[config.mk]
export PLATFORM = sky130hd
export DESIGN_NAME = qea_host_sequencer
export DESIGN_NICKNAME = d
export VERILOG_FILES = /design/src/rtl/qea_host_sequencer.sv
export SDC_FILE = /design/constraint.sdc
export NUM_CORES = 1
export LEC_CHECK = 0
export BUFFER_PORTS_ARGS = -buffer_cell sky130_fd_sc_hd__buf_2
export CORE_AREA = 4 4 404 406
export DETAILED_ROUTE_END_ITERATION = 10
export DIE_AREA = 0 0 408 410
export GPL_TIMING_DRIVEN = 1
export PLACE_DENSITY_LB_ADDON = 0.2
export SLEW_MARGIN = 15
export SYNTH_ARGS = -nofsm -noshare
export SYNTH_HDL_FRONTEND = slang
export SYNTH_SLANG_ARGS = --single-unit
export TNS_END_PERCENT = 5
[constraint.sdc]
create_clock -name clk -period 3.53 [get_ports clk]
set_clock_uncertainty 0.2 [all_clocks]
set_input_delay 0.706 -clock clk [delete_from_list [all_inputs] [get_ports clk]]
set_output_delay 0.706 -clock clk [all_outputs]
set_load 0.02 [all_outputs]
[src/rtl/qea_host_sequencer.sv]
// Host-side run sequencer for QEA: loads gate context, initialises the state
// RAM to |0...0>, starts the core, waits for completion and streams the state out.
module qea_host_sequencer #(
    parameter int PE_NUM_WIDTH            = 2,
    parameter int PE_NUM                  = 4,
    parameter int STATE_DATA_WIDTH        = 64,
    parameter int STATE_ADDR_WIDTH        = 16,
    parameter int GATE_CONTEXT_DATA_WIDTH = 64,
    parameter int GATE_CONTEXT_ADDR_WIDTH = 16,
    parameter int MAX_QBIT_WIDTH          = 6,
    parameter int CYCLE_CNT_WIDTH         = 32,
    parameter int RD_LATENCY              = 2,
    parameter logic [STATE_DATA_WIDTH-1:0] INIT_AMP = 64'h40000000_00000000
) (
    input  logic                                 clk,
    input  logic                                 rst_n,
    input  logic                                 i_go,
    input  logic [MAX_QBIT_WIDTH-1:0]            i_qbit_num,
    input  logic [GATE_CONTEXT_ADDR_WIDTH:0]     i_ins_num,
    input  logic [CYCLE_CNT_WIDTH-1:0]           i_timeout,
    input  logic                                 i_ctx_valid,
    output logic                                 o_ctx_ready,
    input  logic [GATE_CONTEXT_DATA_WIDTH-1:0]   i_ctx_data,
    output logic                                 o_ctx_en,
    output logic                                 o_ctx_wea,
    output logic [GATE_CONTEXT_ADDR_WIDTH-1:0]   o_ctx_addr,
    output logic [GATE_CONTEXT_DATA_WIDTH-1:0]   o_ctx_data,
    output logic                                 o_state_ena,
    output logic                                 o_state_wea,
    output logic [STATE_ADDR_WIDTH-1:0]          o_state_addra,
    output logic [PE_NUM*STATE_DATA_WIDTH-1:0]   o_state_dina,
    output logic                                 o_start,
    input  logic                                 i_complete,
    input  logic [PE_NUM*STATE_DATA_WIDTH-1:0]   i_state_dout,
    output logic                                 o_rd_valid,
    input  logic                                 i_rd_ready,
    output logic [PE_NUM*STATE_DATA_WIDTH-1:0]   o_rd_data,
    output logic                                 o_rd_last,
    output logic                                 o_busy,
    output logic                                 o_done,
    output logic                                 o_timeout_err,
    output logic                                 o_cfg_err,
    output logic [CYCLE_CNT_WIDTH-1:0]           o_cycles
);

    localparam int SW       = PE_NUM * STATE_DATA_WIDTH;
    localparam int MAX_QBIT = STATE_ADDR_WIDTH + PE_NUM_WIDTH;
    localparam int LAT_W    = (RD_LATENCY > 1) ? $clog2(RD_LATENCY) : 1;
    localparam logic [SW-1:0] INIT_WORD = SW'(INIT_AMP) << (SW - STATE_DATA_WIDTH);

    typedef enum logic [3:0] {
        S_IDLE, S_LOAD_CTX, S_LOAD_STATE, S_START, S_WAIT,
        S_RD_REQ, S_RD_WAIT, S_RD_OUT, S_DONE
    } state_t;

    state_t state_reg, state_next;

    logic [GATE_CONTEXT_ADDR_WIDTH:0]   ins_reg, ins_next;
    logic [GATE_CONTEXT_ADDR_WIDTH:0]   loaded_reg, loaded_next;
    logic [CYCLE_CNT_WIDTH-1:0]         timeout_reg, timeout_next;
    logic [STATE_ADDR_WIDTH-1:0]        word_last_reg, word_last_next;
    logic [STATE_ADDR_WIDTH-1:0]        idx_reg, idx_next;
    logic [LAT_W-1:0]                   lat_reg, lat_next;
    logic                               first_wait_reg, first_wait_next;

    logic                               ctx_ready_reg, ctx_ready_next;
    logic                               ctx_we_reg, ctx_we_next;
    logic [GATE_CONTEXT_ADDR_WIDTH-1:0] ctx_addr_reg, ctx_addr_next;
    logic [GATE_CONTEXT_DATA_WIDTH-1:0] ctx_data_reg, ctx_data_next;
    logic                               state_ena_reg, state_ena_next;
    logic                               state_wea_reg, state_wea_next;
    logic [STATE_ADDR_WIDTH-1:0]        state_addra_reg, state_addra_next;
    logic [SW-1:0]                      state_dina_reg, state_dina_next;
    logic                               start_reg, start_next;
    logic                               rd_valid_reg, rd_valid_next;
    logic [SW-1:0]                      rd_data_reg, rd_data_next;
    logic                               rd_last_reg, rd_last_next;
    logic                               busy_reg, busy_next;
    logic                               done_reg, done_next;
    logic                               timeout_err_reg, timeout_err_next;
    logic                               cfg_err_reg, cfg_err_next;
    logic [CYCLE_CNT_WIDTH-1:0]         cycles_reg, cycles_next;

    logic [MAX_QBIT_WIDTH-1:0]          addr_bits;
    logic [STATE_ADDR_WIDTH:0]          word_cnt;
    logic                               cfg_bad;
    logic [CYCLE_CNT_WIDTH-1:0]         cycles_inc;
    logic                               ram_wr, ram_rd;
    logic [STATE_ADDR_WIDTH-1:0]        ram_idx;

    // Word count is 2^max(qbit-PE_NUM_WIDTH, 0); only meaningful when the config is legal.
    assign addr_bits  = (i_qbit_num > MAX_QBIT_WIDTH'(PE_NUM_WIDTH))
                      ? i_qbit_num - MAX_QBIT_WIDTH'(PE_NUM_WIDTH) : '0;
    assign word_cnt   = (STATE_ADDR_WIDTH+1)'(1) << addr_bits;
    assign cfg_bad    = (i_qbit_num > MAX_QBIT_WIDTH'(MAX_QBIT));
    assign cycles_inc = (cycles_reg == '1) ? cycles_reg : cycles_reg + 1'b1;

    always_comb begin
        state_next       = state_reg;
        ins_next         = ins_reg;
        loaded_next      = loaded_reg;
        timeout_next     = timeout_reg;
        word_last_next   = word_last_reg;
        idx_next         = idx_reg;
        lat_next         = lat_reg;
        first_wait_next  = 1'b0;
        ctx_ready_next   = 1'b0;
        ctx_we_next      = 1'b0;
        ctx_addr_next    = ctx_addr_reg;
        ctx_data_next    = ctx_data_reg;
        state_ena_next   = 1'b0;
        state_wea_next   = 1'b0;
        state_addra_next = state_addra_reg;
        state_dina_next  = state_dina_reg;
        start_next       = 1'b0;
        rd_valid_next    = 1'b0;
        rd_data_next     = rd_data_reg;
        rd_last_next     = rd_last_reg;
        done_next        = 1'b0;
        timeout_err_next = timeout_err_reg;
        cfg_err_next     = cfg_err_reg;
        cycles_next      = cycles_reg;
        ram_wr           = 1'b0;
        ram_rd           = 1'b0;
        ram_idx          = idx_reg;

        case (state_reg)
            S_IDLE: begin
                if (i_go) begin
                    ins_next         = i_ins_num;
                    timeout_next     = i_timeout;
                    word_last_next   = STATE_ADDR_WIDTH'(word_cnt - 1'b1);
                    loaded_next      = '0;
                    idx_next         = '0;
                    timeout_err_next = 1'b0;
                    cfg_err_next     = 1'b0;
                    if (cfg_bad) begin
                        cfg_err_next = 1'b1;
                        done_next    = 1'b1;
                        state_next   = S_DONE;
                    end else if (i_ins_num != '0) begin
                        ctx_ready_next = 1'b1;
                        state_next     = S_LOAD_CTX;
                    end else begin
                        ram_wr     = 1'b1;
                        ram_idx    = '0;
                        state_next = S_LOAD_STATE;
                    end
                end
            end
            S_LOAD_CTX: begin
                ctx_ready_next = 1'b1;
                if (i_ctx_valid && ctx_ready_reg) begin
                    ctx_we_next   = 1'b1;
                    ctx_addr_next = loaded_reg[GATE_CONTEXT_ADDR_WIDTH-1:0];
                    ctx_data_next = i_ctx_data;
                    loaded_next   = loaded_reg + 1'b1;
                    // Last beat: first state-init write goes out alongside it.
                    if (loaded_reg + 1'b1 == ins_reg) begin
                        ctx_ready_next = 1'b0;
                        ram_wr         = 1'b1;
                        ram_idx        = '0;
                        state_next     = S_LOAD_STATE;
                    end
                end
            end
            S_LOAD_STATE: begin
                if (idx_reg == word_last_reg) begin
                    start_next  = 1'b1;
                    cycles_next = '0;
                    state_next  = S_START;
                end else begin
                    idx_next = idx_reg + 1'b1;
                    ram_wr   = 1'b1;
                    ram_idx  = idx_reg + 1'b1;
                end
            end
            S_START: begin
                first_wait_next = 1'b1;
                cycles_next     = cycles_inc;
                state_next      = S_WAIT;
            end
            S_WAIT: begin
                // Complete may still be high from the previous run on the first cycle.
                if (i_complete && !first_wait_reg) begin
                    idx_next   = '0;
                    ram_rd     = 1'b1;
                    ram_idx    = '0;
                    state_next = S_RD_REQ;
                end else if (timeout_reg != '0 && cycles_reg == timeout_reg) begin
                    timeout_err_next = 1'b1;
                    done_next        = 1'b1;
                    state_next       = S_DONE;
                end else begin
                    cycles_next = cycles_inc;
                end
            end
            S_RD_REQ: begin
                lat_next   = '0;
                state_next = S_RD_WAIT;
            end
            S_RD_WAIT: begin
                if (lat_reg == LAT_W'(RD_LATENCY - 1)) begin
                    rd_valid_next = 1'b1;
                    rd_data_next  = i_state_dout;
                    rd_last_next  = (idx_reg == word_last_reg);
                    state_next    = S_RD_OUT;
                end else begin
                    lat_next = lat_reg + 1'b1;
                end
            end
            S_RD_OUT: begin
                if (i_rd_ready) begin
                    if (idx_reg == word_last_reg) begin
                        done_next  = 1'b1;
                        state_next = S_DONE;
                    end else begin
                        idx_next   = idx_reg + 1'b1;
                        ram_rd     = 1'b1;
                        ram_idx    = idx_reg + 1'b1;
                        state_next = S_RD_REQ;
                    end
                end else begin
                    rd_valid_next = 1'b1;
                end
            end
            S_DONE:  state_next = S_IDLE;
            default: state_next = S_IDLE;
        endcase

        if (ram_wr || ram_rd) begin
            state_ena_next   = 1'b1;
            state_wea_next   = ram_wr;
            state_addra_next = ram_idx;
        end
        if (ram_wr) begin
            state_dina_next = (ram_idx == '0) ? INIT_WORD : '0;
        end
        busy_next = (state_next != S_IDLE);
    end

    always_ff @(posedge clk) begin
        if (!rst_n) begin
            state_reg       <= S_IDLE;
            ins_reg         <= '0;
            loaded_reg      <= '0;
            timeout_reg     <= '0;
            word_last_reg   <= '0;
            idx_reg         <= '0;
            lat_reg         <= '0;
            first_wait_reg  <= 1'b0;
            ctx_ready_reg   <= 1'b0;
            ctx_we_reg      <= 1'b0;
            ctx_addr_reg    <= '0;
            ctx_data_reg    <= '0;
            state_ena_reg   <= 1'b0;
            state_wea_reg   <= 1'b0;
            state_addra_reg <= '0;
            state_dina_reg  <= '0;
            start_reg       <= 1'b0;
            rd_valid_reg    <= 1'b0;
            rd_data_reg     <= '0;
            rd_last_reg     <= 1'b0;
            busy_reg        <= 1'b0;
            done_reg        <= 1'b0;
            timeout_err_reg <= 1'b0;
            cfg_err_reg     <= 1'b0;
            cycles_reg      <= '0;
        end else begin
            state_reg       <= state_next;
            ins_reg         <= ins_next;
            loaded_reg      <= loaded_next;
            timeout_reg     <= timeout_next;
            word_last_reg   <= word_last_next;
            idx_reg         <= idx_next;
            lat_reg         <= lat_next;
            first_wait_reg  <= first_wait_next;
            ctx_ready_reg   <= ctx_ready_next;
            ctx_we_reg      <= ctx_we_next;
            ctx_addr_reg    <= ctx_addr_next;
            ctx_data_reg    <= ctx_data_next;
            state_ena_reg   <= state_ena_next;
            state_wea_reg   <= state_wea_next;
            state_addra_reg <= state_addra_next;
            state_dina_reg  <= state_dina_next;
            start_reg       <= start_next;
            rd_valid_reg    <= rd_valid_next;
            rd_data_reg     <= rd_data_next;
            rd_last_reg     <= rd_last_next;
            busy_reg        <= busy_next;
            done_reg        <= done_next;
            timeout_err_reg <= timeout_err_next;
            cfg_err_reg     <= cfg_err_next;
            cycles_reg      <= cycles_next;
        end
    end

    assign o_ctx_ready   = ctx_ready_reg;
    assign o_ctx_en      = ctx_we_reg;
    assign o_ctx_wea     = ctx_we_reg;
    assign o_ctx_addr    = ctx_addr_reg;
    assign o_ctx_data    = ctx_data_reg;
    assign o_state_ena   = state_ena_reg;
    assign o_state_wea   = state_wea_reg;
    assign o_state_addra = state_addra_reg;
    assign o_state_dina  = state_dina_reg;
    assign o_start       = start_reg;
    assign o_rd_valid    = rd_valid_reg;
    assign o_rd_data     = rd_data_reg;
    assign o_rd_last     = rd_last_reg;
    assign o_busy        = busy_reg;
    assign o_done        = done_reg;
    assign o_timeout_err = timeout_err_reg;
    assign o_cfg_err     = cfg_err_reg;
    assign o_cycles      = cycles_reg;

endmodule

==> impl_results.md, run 1 <==
* GP Congestion at slightly above 0.8
* Worst vdd ir at 0.000310 V
* GR Overflow Total at 0
* Final period demand of the worst path at roughly 3300 ps
* Clock Path Buffers at 3
* Core Area at between 150000 and 200000 um2
* DRC at 0
* Synth Area in Compound Gates at about 15%
* Drt pass-1 iters at 5
* Crit path capture type: flop
* Clock sink total at 500
* Post-Syn Area at between 20000 and 25000 um2
* Top-Level Pins at 1033
* CP Launch Type: flop
* ANT nets after route at 0
* Worst-Margin Slew at roughly 780 ps
* Initial DRC count at approximately 1200
* Core Util, Final at roughly a fifth
* PnR worst setup slack at approximately 240 ps
* CTS tree: built
* Tot Pwr at about 15 mW
* Cell leakage power at 13.5 nW
* Crit-path cells: ha_1 > nand3_1 > nor4_2 > xnor2_1 > o2111ai_1 > or4_4 > o211a_4 > o221ai_4 > buf_12 > mux2i_1 > nor2_1
* CP required at a little under 4000 ps
* Initial Util at a little over an eighth
* XOR/XNOR share of the synthesized area at 4.10%
* DP Wirelength at 81.3 mm
* Slowest stage delay, CP at a little under 600 ps
* Top cell type's share of synthesized area at approximately 46%
* CTS H-tree lvls at 3
* Fin. Hold Viols at 0
* Slew headroom at between 40% and 50%
* Most frequent cell after synthesis: nand2_1
* Synth Area in Adders at less than 1%
* Area leader, netlist: dfxtp_1
* CTS buffer count at 70
* WS Path Type: reg2reg
* Largest net degree at the start of global routing at slightly above 90
* Post-synth EDFFs at 0
* WL/cell at around 18 um
* Routed via count at around 22000
* Synth top area cells: dfxtp_1 46%, nand2_1 15%, a21oi_1 11%, buf_4 8.9%, xor2_1 3.4%
* Vias in the first global route at approximately 21000
* Sequential share of the synthesized area at ~46%
* Gate Count Post-Synth at between 2000 and 3000
* Max reg flops at approximately 260
* Post-synth top flop: dfxtp_1
* RSZ-0062 raised after global routing: yes
* Avg Vias per Cell at around 3.7
* Share of layout cells above drive strength 1 at between 20% and 30%
* Die Y-Extent at a little over 400 um
* Yosys Warn Count at 0
* Mux contribution to synthesized area at less than 1%
* Final nets at around 4100
* Fmax at between 300 and 400 MHz
* PortBufs at about 780
* Clock Pin Slew Worst Setup and Hold Paths at approximately 60 ps
* Row count at approximately 150
* Root Driver: clkbuf_16
* Slowest-stage cell, CP: or4_4
* First-pass GRT wire length at roughly 150 mm
* Die ar. at 167000 um2
* Crit path arrival time at around 3600 ps
* Synth top cells by count: 850 x nand2_1, 500 x dfxtp_1, 466 x a21oi_1
* Asr flop ratio synth at 0%
* Global-route usage over all layers at a little under an eighth
* Status: completed
* Yosys cell types at 73
* PD cells at between 400 and 500 nW/um2
* Area growth syn-to-layout at 43.9%
* Die width at between 400 and 500 um
* Syn Area/Cell at roughly 7.7 um2
* Largest family of logic cells by synthesized area: simple AND/OR/NAND/NOR gates
* Slew Limit Fails at 0
* Crit path max fanout at 24
* Skew-Pair Late Insertion Delay at about 650 ps
* Total wire length at roughly 110 mm
* Final period util at between 90% and 100%
* Place WS at -73.0 ps
* Yosys reg bits at 500
* Initial antenna violation count at 31
* Number of setup violations in the final report at 0
* Simple-Gate Fraction of Synth Area at between 20% and 30%
* Hold Path Class: in2reg
* Max-Cap Viols at 0
-- area by class of cell --
class,instances,area (um2)
fillers,18200,128000
multi-input cells,2138,10300
clock inverters,29,533
flip-flops and latches,500,10000
inverters,14,60.1
well taps,2086,2610
diodes,13,32.5
repair buffers,1011,6130
clock buffers,97,1990
-- worst paths after layout --
kind                           from           endpoint  slack [ps]  depth (start not counted)
setup / recovery      loaded_reg[0]  o_state_addra[11]         240                         11
hold / removal    i_state_dout[141]     o_rd_data[141]          90                          3
setup reg to reg      loaded_reg[0]  o_state_addra[11]         240                         11
hold reg to reg       o_ctx_addr[6]      o_ctx_addr[6]         250                          2
-- worst max-delay path, delay by kind of cell, from the launching register on --
| family | cells | cell delay, ps |
|---|---|---|
| buffers and inverters | 1 | 210 |
| muxes | 1 | 200 |
| AOI/OAI and AO/OA | 3 | 520 |
| and+or+nand+nor | 4 | 1260 |
| adders and majority gates | 1 | 260 |
| xor gates and xnor gates | 1 | 160 |
| DFF | 1 | 330 |
-- metrics by stage --
step	cell area, um2	std cells	hold slack (ps)	TNS [ps]
detailed placement	27700	5616	243	-109
global route	31600	5881	26.5	-5.16
global placement	27700	5616	239	-112
CTS	31600	5875	0.545	0
finish	31600	5888	91.6	0
floorplan	22900	3092	243	0
-- report_power, final --
group	switching [mW]	internal, mW
sequential	0.0949	5.74
combinational	0.846	0.479
clock	3.01	4.68
total	3.95	10.9
-- repair_timing --
action,in CTS,in global routing
buffers inserted,0,0
hold endpoints to repair,133,0
hold buffers,133,0
setup endpoints to repair,0,3
resized for setup,0,5
-- cell usage in the layout, fill, tap and decap left out, types with 5 or more instances in the layout --
master         synthesis  routed
or4_1                  5       5
a311oi_1               5       5
and4_1                 6       5
nor2_1               108     108
a211oi_1              12      12
nand2b_1               9       9
o21a_1                 8       8
clkbuf_1             160      13
conb_1                 1     255
ha_1                   6       6
a31oi_1                6       6
nand4_1               21      21
clkinv_16              0       5
nand3_1               49      46
clkinv_2               0       9
o21ai_0               49      49
buf_4                261      89
a21oi_1              466     466
inv_1                 14      13
nand4b_1               5       5
dfxtp_1              500     500
nor3_1                19      19
and2_1                 7       7
dlygate4sd3_1          0     133
or2_2                  8       8
nor2b_1                8       8
buf_12                 0      12
diode_2                0      13
or3_1                  9       9
buf_2                  7     777
and3_1                24      20
clkbuf_16              0      70
xor2_1                85      85
nand2_1              850     850
clkbuf_8               0      14
xnor2_1               18      18
bufinv_16              0       9
nor4_1                34      32
-- per-layer routing --
layer  share of wire [%]  vias to the layer above  wire length, um  global-route usage (%)
met3                 7.3                      162             7730                    3.76
met4                 3.9                       10             4090                    4.76
met1                  40                    10100            42300                    14.0
li1                    -                    10700                -                       -
met2                  49                      761            51700                    20.2
met5               0.059                        -               62                       0
-- logic make-up after synthesis --
kind of cell,after synthesis
AO/OA/AOI/OAI,587
XOR/XNOR,103
adder cells (fa/ha/maj),6
buffers and inverters,454
flip-flops,500
multiplexers,6
other,1
AND/OR/NAND/NOR,1181
Note: power is estimated with default switching activity, not from simulation.
==> run 2: changes to the inputs <==
--- a/config.mk
+++ b/config.mk
@@ -5,10 +5,11 @@
 export SDC_FILE = /design/constraint.sdc
 export NUM_CORES = 1
 export LEC_CHECK = 0
+export ABC_AREA = 1
 export BUFFER_PORTS_ARGS = -buffer_cell sky130_fd_sc_hd__buf_2
-export CORE_AREA = 4 4 404 406
+export CORE_AREA = 4 4 398 400
 export DETAILED_ROUTE_END_ITERATION = 10
-export DIE_AREA = 0 0 408 410
+export DIE_AREA = 0 0 402 404
 export GPL_TIMING_DRIVEN = 1
 export PLACE_DENSITY_LB_ADDON = 0.2
 export SLEW_MARGIN = 15
==> run 2 against run 1 <==
Against the previous run:
- cell area shrank 3.7%
- fmax grew 3.8%
- critical endpoint is now o_state_addra[12]
- largest power group unchanged
- hold slack lost 3.7 ps
==> impl_results.md, run 2 <==
* Vias in the first global route at 22100
* Crit path capture type: flop
* DRC at 0
* Slowest stage delay, CP at ~430 ps
* Sequential share of the synthesized area at 44.2%
* Share of layout cells above drive strength 1 at between 20% and 30%
* Crit path max fanout at 19
* Area after DPL at between 20000 and 30000 um2
* CP Launch Type: flop
* Area leader, netlist: dfxtp_1
* CP top delay family: simple AND/OR/NAND/NOR gates
* Fin. Hold Viols at 0
* Clock sink total at 500
* Clock Pin Slew Worst Setup and Hold Paths at ~60 ps
* Reg2reg setup slack at about 350 ps
* Clock network fraction of total power at just over 50%
* Total wire length at ~110 mm
* Top cell type's share of synthesized area at 44.2%
* GR Overflow Total at 0
* Post-synth top flop: dfxtp_1
* Yosys reg bits at 500
* FILL cells at between 15000 and 20000
* Hold path start: i_ctx_data[53]
* Finished Cell Area at approximately 30000 um2
* Synth top cells by count: 829 x nand2_1, 500 x dfxtp_1, 372 x a21oi_1
* Fmax at approximately 310 MHz
* Max-Cap Viols at 0
* Hold Path Class: in2reg
* Avg Vias per Cell at between 3 and 4
* WS Path Type: reg2reg
* Final nets at ~4300
* Slew headroom at a little over two fifths
* Worst vdd ir at 0.000311 V
* Largest net degree at the start of global routing at 122
* Final period demand of the worst path at 3180 ps
* R2R Path Start: loaded_reg[0]
* PD cells at about 450 nW/um2
* Max reg flops at between 200 and 300
* Initial antenna violation count at 17
* GP Congestion at ~0.81
* Initial Util at between 10% and 20%
* Final period util at about 90%
* Hold slack at 87.8 ps
* Worst-Margin Slew at ~840 ps
* Slowest-stage cell, CP: nor3_4
* Yosys Warn Count at 0
* PortBufs at roughly 780
* Drt pass-1 iters at 5
* WP buf/inv at 1
* Post-Syn Area at about 23000 um2
* Sequential Power Share at 42.0%
* Most frequent cell after synthesis: nand2_1
* R2R depth at 16
* Top-Level Pins at approximately 1000
* Tot Pwr at between 10 and 15 mW
* CTS tree: built
* CP required at ~3900 ps
* Root Driver: clkbuf_16
* Slew Limit Fails at 0
* Yosys cell types at a little under 50
* Die width at ~400 um
* Crit path arrival time at roughly 3500 ps
* CTS buffer count at slightly below 70
* Commonest non-fill, non-tap cells in the layout: 828 x nand2_1, 776 x buf_2, 500 x dfxtp_1
* WL/cell at 17.4 um
* Cells on Worst Hold Path at 3
* CP dominant cell by count: nand2_1
* CTS H-tree lvls at 3
* RSZ-0062 raised after global routing: no
* First-pass GRT wire length at approximately 150 mm
* Combinational power share at 7.6%
* Die ar. at about 160000 um2
* Core Area at 155000 um2
* Number of setup violations in the final report at 0
* Status: completed
* Synth top area cells: dfxtp_1 44%, nand2_1 14%, buf_4 8.5%, a21oi_1 8.2%, nor2_1 5.6%
* Post-synth EDFFs at 0
* Initial DRC count at 1246
* Pint at between 10 and 15 mW
* Syn Area/Cell at 7.15 um2
* Net switching power at about 3.7 mW
* Routed via count at around 23000
* Cell leakage power at 13.6 nW
* Hold Path End: o_ctx_data[53]
* ANT nets after route at 0
* Crit-path cells: ha_2 > nand2_2 > nor2_4 > nand2_2 > nor2_1 > nand2_1 > nand3_1 > nand2_1 > nand2_1 > nor2_2 > nand4_1 > nand3_1 > nor3_4 > inv_4 > o21ai_0 > a21oi_1
* R2R Path End: o_state_addra[12]
* Global-route usage over all layers at around 12%
* Gate Count Post-Synth at 3170
* TNS Setup at 0 ps
* Asr flop ratio synth at 0%
* Clock Path Buffers at 3
* Multi-input logic area at 10400 um2
* DP Wirelength at ~80 mm
* Skew-Pair Late Insertion Delay at about 640 ps
* Sw Ratio at a little over a quarter
* Area growth syn-to-layout at 34.3%
* Commonest non-fill, non-tap cell in the layout: nand2_1
* Register area at about 10000 um2
* Die Y-Extent at 404 um
* Row count at approximately 150
==> run 2: cell count changes after synthesis, sizes merged, moves of 18 or more <==
cell | before | now
o21ai | 51 | 205
inv | 14 | 173
nor4 | 35 | 17
and3 | 25 | 1
nand3 | 49 | 115
xor2 | 85 | 34
nor2 | 110 | 346
a21oi | 466 | 372
nand4 | 21 | 39
nor3 | 20 | 38
==> run 2: routing by layer <==
| metal | track usage (%) | vias to the layer above | part of all wire (%) |
|---|---|---|---|
| met5 | 0 | - | 0.025 |
| met4 | 3.75 | 4 | 2.6 |
| met3 | 3.89 | 129 | 8.0 |
| met2 | 20.2 | 776 | 47 |
| met1 | 15.1 | 10500 | 42 |
| li1 | - | 11200 | - |
==> run 2: worst max-delay path by stage <==
stage / from / endpoint / slack, ps / cells past startpoint
2_1_floorplan: i_qbit_num[1] / word_last_reg[14] / 660 / 18
3_3_place_gp: i_qbit_num[1] / word_last_reg[14] / 80 / 17
3_5_place_dp: loaded_reg[0] / o_state_addra[12] / 30 / 14
4_1_cts: loaded_reg[0] / o_state_addra[12] / 10 / 14
5_1_grt: loaded_reg[0] / o_state_dina[254] / 30 / 19
6_report: loaded_reg[0] / o_state_addra[12] / 350 / 16
==> run 2: power groups by stage <==
stage	Combinational, mW	Clock, mW	Sequential [mW]
2_1_floorplan	0.832	0	5.91
3_3_place_gp	1.06	0	5.93
3_5_place_dp	1.05	0	5.93
4_1_cts	1.05	7.33	5.81
5_1_grt	1.16	7.51	5.82
6_report	1.05	6.99	5.81
==> run 2: cell families (layout without fill, tap and decap cells) <==
kind of cell / count (synthesis) / after routing / synth area share [%]
AOI/OAI and AO/OA: 613 / 613 / 14.0
xor gates and xnor gates: 53 / 53 / 2.05
adders and majority gates: 6 / 6 / 0.331
buffers and inverters: 597 / 1143 / 14.2
DFF: 500 / 500 / 44.2
other: 1 / 263 / 0.0165
and+or+nand+nor: 1400 / 1400 / 25.2
==> run 2: worst min-delay path: cells and delay by family <==
family | cells | cell delay (ps)
and+or+nand+nor | 2 | 110
buffers and inverters | 1 | 70
==> run 2: metrics by stage <==
step           instances  util [%]  worst slack [ps]
6_report            6036      19.6               355
3_3_place_gp        5907      18.1              82.6
5_1_grt             6034      19.6              25.7
4_1_cts             6027      19.6              10.6
2_1_floorplan       3424         -               655
3_5_place_dp        5907      18.1              28.4
==> run 2: cell type report <==
type                    instances  share of cell area, %
inverters                     176                   2.23
multi-input cells            2327                   34.2
clock buffers                 101                   6.53
flip-flops and latches        500                   32.9
clock inverters                19                  0.789
diodes                          8                 0.0658
well taps                    2058                   8.46
repair buffers                847                   14.8
==> run 2: timing repair <==
| item | in CTS | in global routing |
|---|---|---|
| endpoints found under the setup margin | 0 | 16 |
| gates resized for setup | 0 | 5 |
| setup buffers | 0 | 1 |
| hold buffers | 0 | 0 |
==> run 3: changes to the inputs <==
--- a/config.mk
+++ b/config.mk
@@ -7,13 +7,13 @@
 export LEC_CHECK = 0
 export ABC_AREA = 1
 export BUFFER_PORTS_ARGS = -buffer_cell sky130_fd_sc_hd__buf_2
-export CORE_AREA = 4 4 398 400
+export CORE_AREA = 4 4 396 398
 export DETAILED_ROUTE_END_ITERATION = 10
-export DIE_AREA = 0 0 402 404
+export DIE_AREA = 0 0 400 402
 export GPL_TIMING_DRIVEN = 1
 export PLACE_DENSITY_LB_ADDON = 0.2
 export SLEW_MARGIN = 15
 export SYNTH_ARGS = -nofsm -noshare
 export SYNTH_HDL_FRONTEND = slang
 export SYNTH_SLANG_ARGS = --single-unit
-export TNS_END_PERCENT = 5
+export TNS_END_PERCENT = 50
==> run 3 against run 2 <==
Against the previous run:
- sequential cell count unchanged
- sequential power about the same
- routed wire length increased by 0.77%
- hold slack got worse by 1.5 ps
- clock power increased by 6.3%
- cell area increased by 1.6%
- first-iteration DRC count increased by 17%
- critical path depth unchanged
- critical endpoint is now o_state_addra[14]
==> impl_results.md, run 3 (synthesized netlist as in run 2, its figures left out) <==
* Status: completed
* Cell leakage power at between 10 and 15 nW
* CTS H-tree lvls at 3
* TNS Setup at 0 ps
* Met1 Routed Length at between 40 and 50 mm
* Commonest non-fill, non-tap cell in the layout: nand2_1
* Fmax at 307 MHz
* Worst-Margin Slew at between 1000 and 1500 ps
* Combinational power share at 7.6%
* Fin. Hold Viols at 0
* WP buf/inv at 0
* Final period demand of the worst path at about 3300 ps
* Commonest non-fill, non-tap cells in the layout: 828 x nand2_1, 776 x buf_2, 500 x dfxtp_1
* Routed via count at between 20000 and 25000
* CTS buffer count at 70
* Wire length on met2 at ~50 mm
* DP Wirelength at between 80 and 90 mm
* Slowest-stage cell, CP: o21ai_0
* Sw Ratio at between 20% and 30%
* Initial DRC count at 1456
* Clock Path Buffers at 3
* ANT nets after route at 0
* FILL cells at about 18000
* Clock network fraction of total power at between 50% and 60%
* GP Congestion at approximately 0.84
* Clock sink total at 500
* Die Y-Extent at between 400 and 500 um
* Max reg flops at between 200 and 300
* Top-Level Pins at a little over 1000
* Final period util at 92.3%
* Core Area at ~150000 um2
* DRC at 0
* Die width at 400 um
* Slew Limit Fails at 0
* Crit path arrival time at 3570 ps
* CTS tree: built
* Met3 wire length at around 8 mm
* Area growth syn-to-layout at 36.4%
* Final nets at about 4300
* Total wire length at roughly 110 mm
* Top Metal Used: met5
* PortBufs at 777
* Vias in the first global route at 21800
* Max-Cap Viols at 0
* Share of layout cells above drive strength 1 at about a quarter
* CP top delay family: simple AND/OR/NAND/NOR gates
* Slowest stage delay, CP at 470 ps
* Drt pass-1 iters at 5
* Skew-Pair Late Insertion Delay at between 600 and 700 ps
* Global-route usage over all layers at about an eighth
* Crit-path cells: ha_1 > nand3_1 > nor2_2 > nand3_1 > nand2_1 > nand3_1 > nand2_1 > nand3_1 > nor2_1 > nand3_2 > nand2_4 > nand2_4 > nand2_1 > nand2_1 > o21ai_0 > nor2_1
* Root Driver: clkbuf_16
* CP required at between 3000 and 4000 ps
* Crit path capture type: flop
* Number of setup violations in the final report at 0
* First-pass GRT wire length at approximately 150 mm
* Place WS at a little under 50 ps
* CP Launch Type: flop
* WL/cell at around 17 um
* Initial antenna violation count at 10
* Slew headroom at between 30% and 40%
* Pint at around 11 mW
* PD cells at about 460 nW/um2
* GR Overflow Total at 0
* PnR worst setup slack at approximately 270 ps
* Sequential Power Share at about two fifths
* Row count at 144
* Worst vdd ir at approximately 0.00029 V
* Die ar. at 161000 um2
* WS Path Type: reg2reg
* Initial Util at between 10% and 20%
* Hold Path Class: in2reg
* Avg Vias per Cell at 3.77
* Crit path max fanout at 10
* RSZ-0062 raised after global routing: no
* Net switching power at roughly 3.8 mW
* Largest net degree at the start of global routing at 158
* Clock Pin Slew Worst Setup and Hold Paths at approximately 60 ps
==> run 3: changes by cell type in the layout (fill, tap and decap cells not counted), moves of 2 or more <==
cell,change
buf_12,+4
buf_4,+17
bufinv_16,+3
clkbuf_1,-13
clkbuf_16,+3
clkbuf_8,+2
clkinv_2,+12
clkinv_8,-4
clkinvlp_4,-2
diode_2,-3
dlygate4sd3_1,+14
inv_6,+4
==> run 3: final timing paths <==
check,from,endpoint,slack (ps),cells after the start
setup / recovery,loaded_reg[0],o_state_addra[14],270,16
hold / removal,i_timeout[18],timeout_reg[18],90,3
setup reg to reg,loaded_reg[0],o_state_addra[14],270,16
hold reg to reg,o_rd_data[181],o_rd_data[181],260,2
==> run 3: cell type report <==
class | instances | area, um2 | area share [%]
Sequential cell | 500 | 10000 | 32.4
Inverter | 176 | 676 | 2.18
Antenna cell | 5 | 12.5 | 0.0405
Timing Repair Buffer | 882 | 4870 | 15.7
Multi-Input combinational cell | 2327 | 10400 | 33.7
Clock inverter | 33 | 344 | 1.11
Tap cell | 2044 | 2560 | 8.27
Clock buffer | 93 | 2040 | 6.60
==> run 3: worst min-delay path: cells and delay by family <==
family	cells	cell delay (ps)
buf+inv	1	80
simple gates	2	120
==> run 3: metrics by stage <==
step / power [mW] / cell area [um2] / hold WS [ps] / instances / util (%)
after floorplan: 6.74 / 23600 / 242 / 3424 / -
after global placement: 7.02 / 28300 / 249 / 5913 / 18.5
after detailed placement: 7.02 / 28300 / 252 / 5913 / 18.5
after CTS: 14.7 / 30900 / 0.159 / 6053 / 20.1
after global routing: 15.0 / 30900 / 39.3 / 6059 / 20.2
final: 14.3 / 30900 / 86.4 / 6060 / 20.2
==> run 3: repair_timing <==
action                                 CTS  global route
endpoints found under the hold margin   14             0
setup endpoints to repair                0            15
gates resized for setup                  0             2
buffers inserted                         0             2
hold buffers                            14             0
==> run 3: metal layers <==
| metal | vias up | track usage (%) |
|---|---|---|
| met5 | - | 0 |
| met4 | 4 | 3.12 |
| met3 | 112 | 3.68 |
| met2 | 729 | 20.4 |
| met1 | 10700 | 16.1 |
| li1 | 11300 | - |
==> run 3: power by group through the flow <==
stage	sequential (mW)	clock (mW)	combinational (mW)
detailed placement	5.93	0	1.09
CTS	5.81	7.78	1.10
global placement	5.93	0	1.09
global route	5.81	7.99	1.22
floorplan	5.91	0	0.832
finish	5.80	7.43	1.10
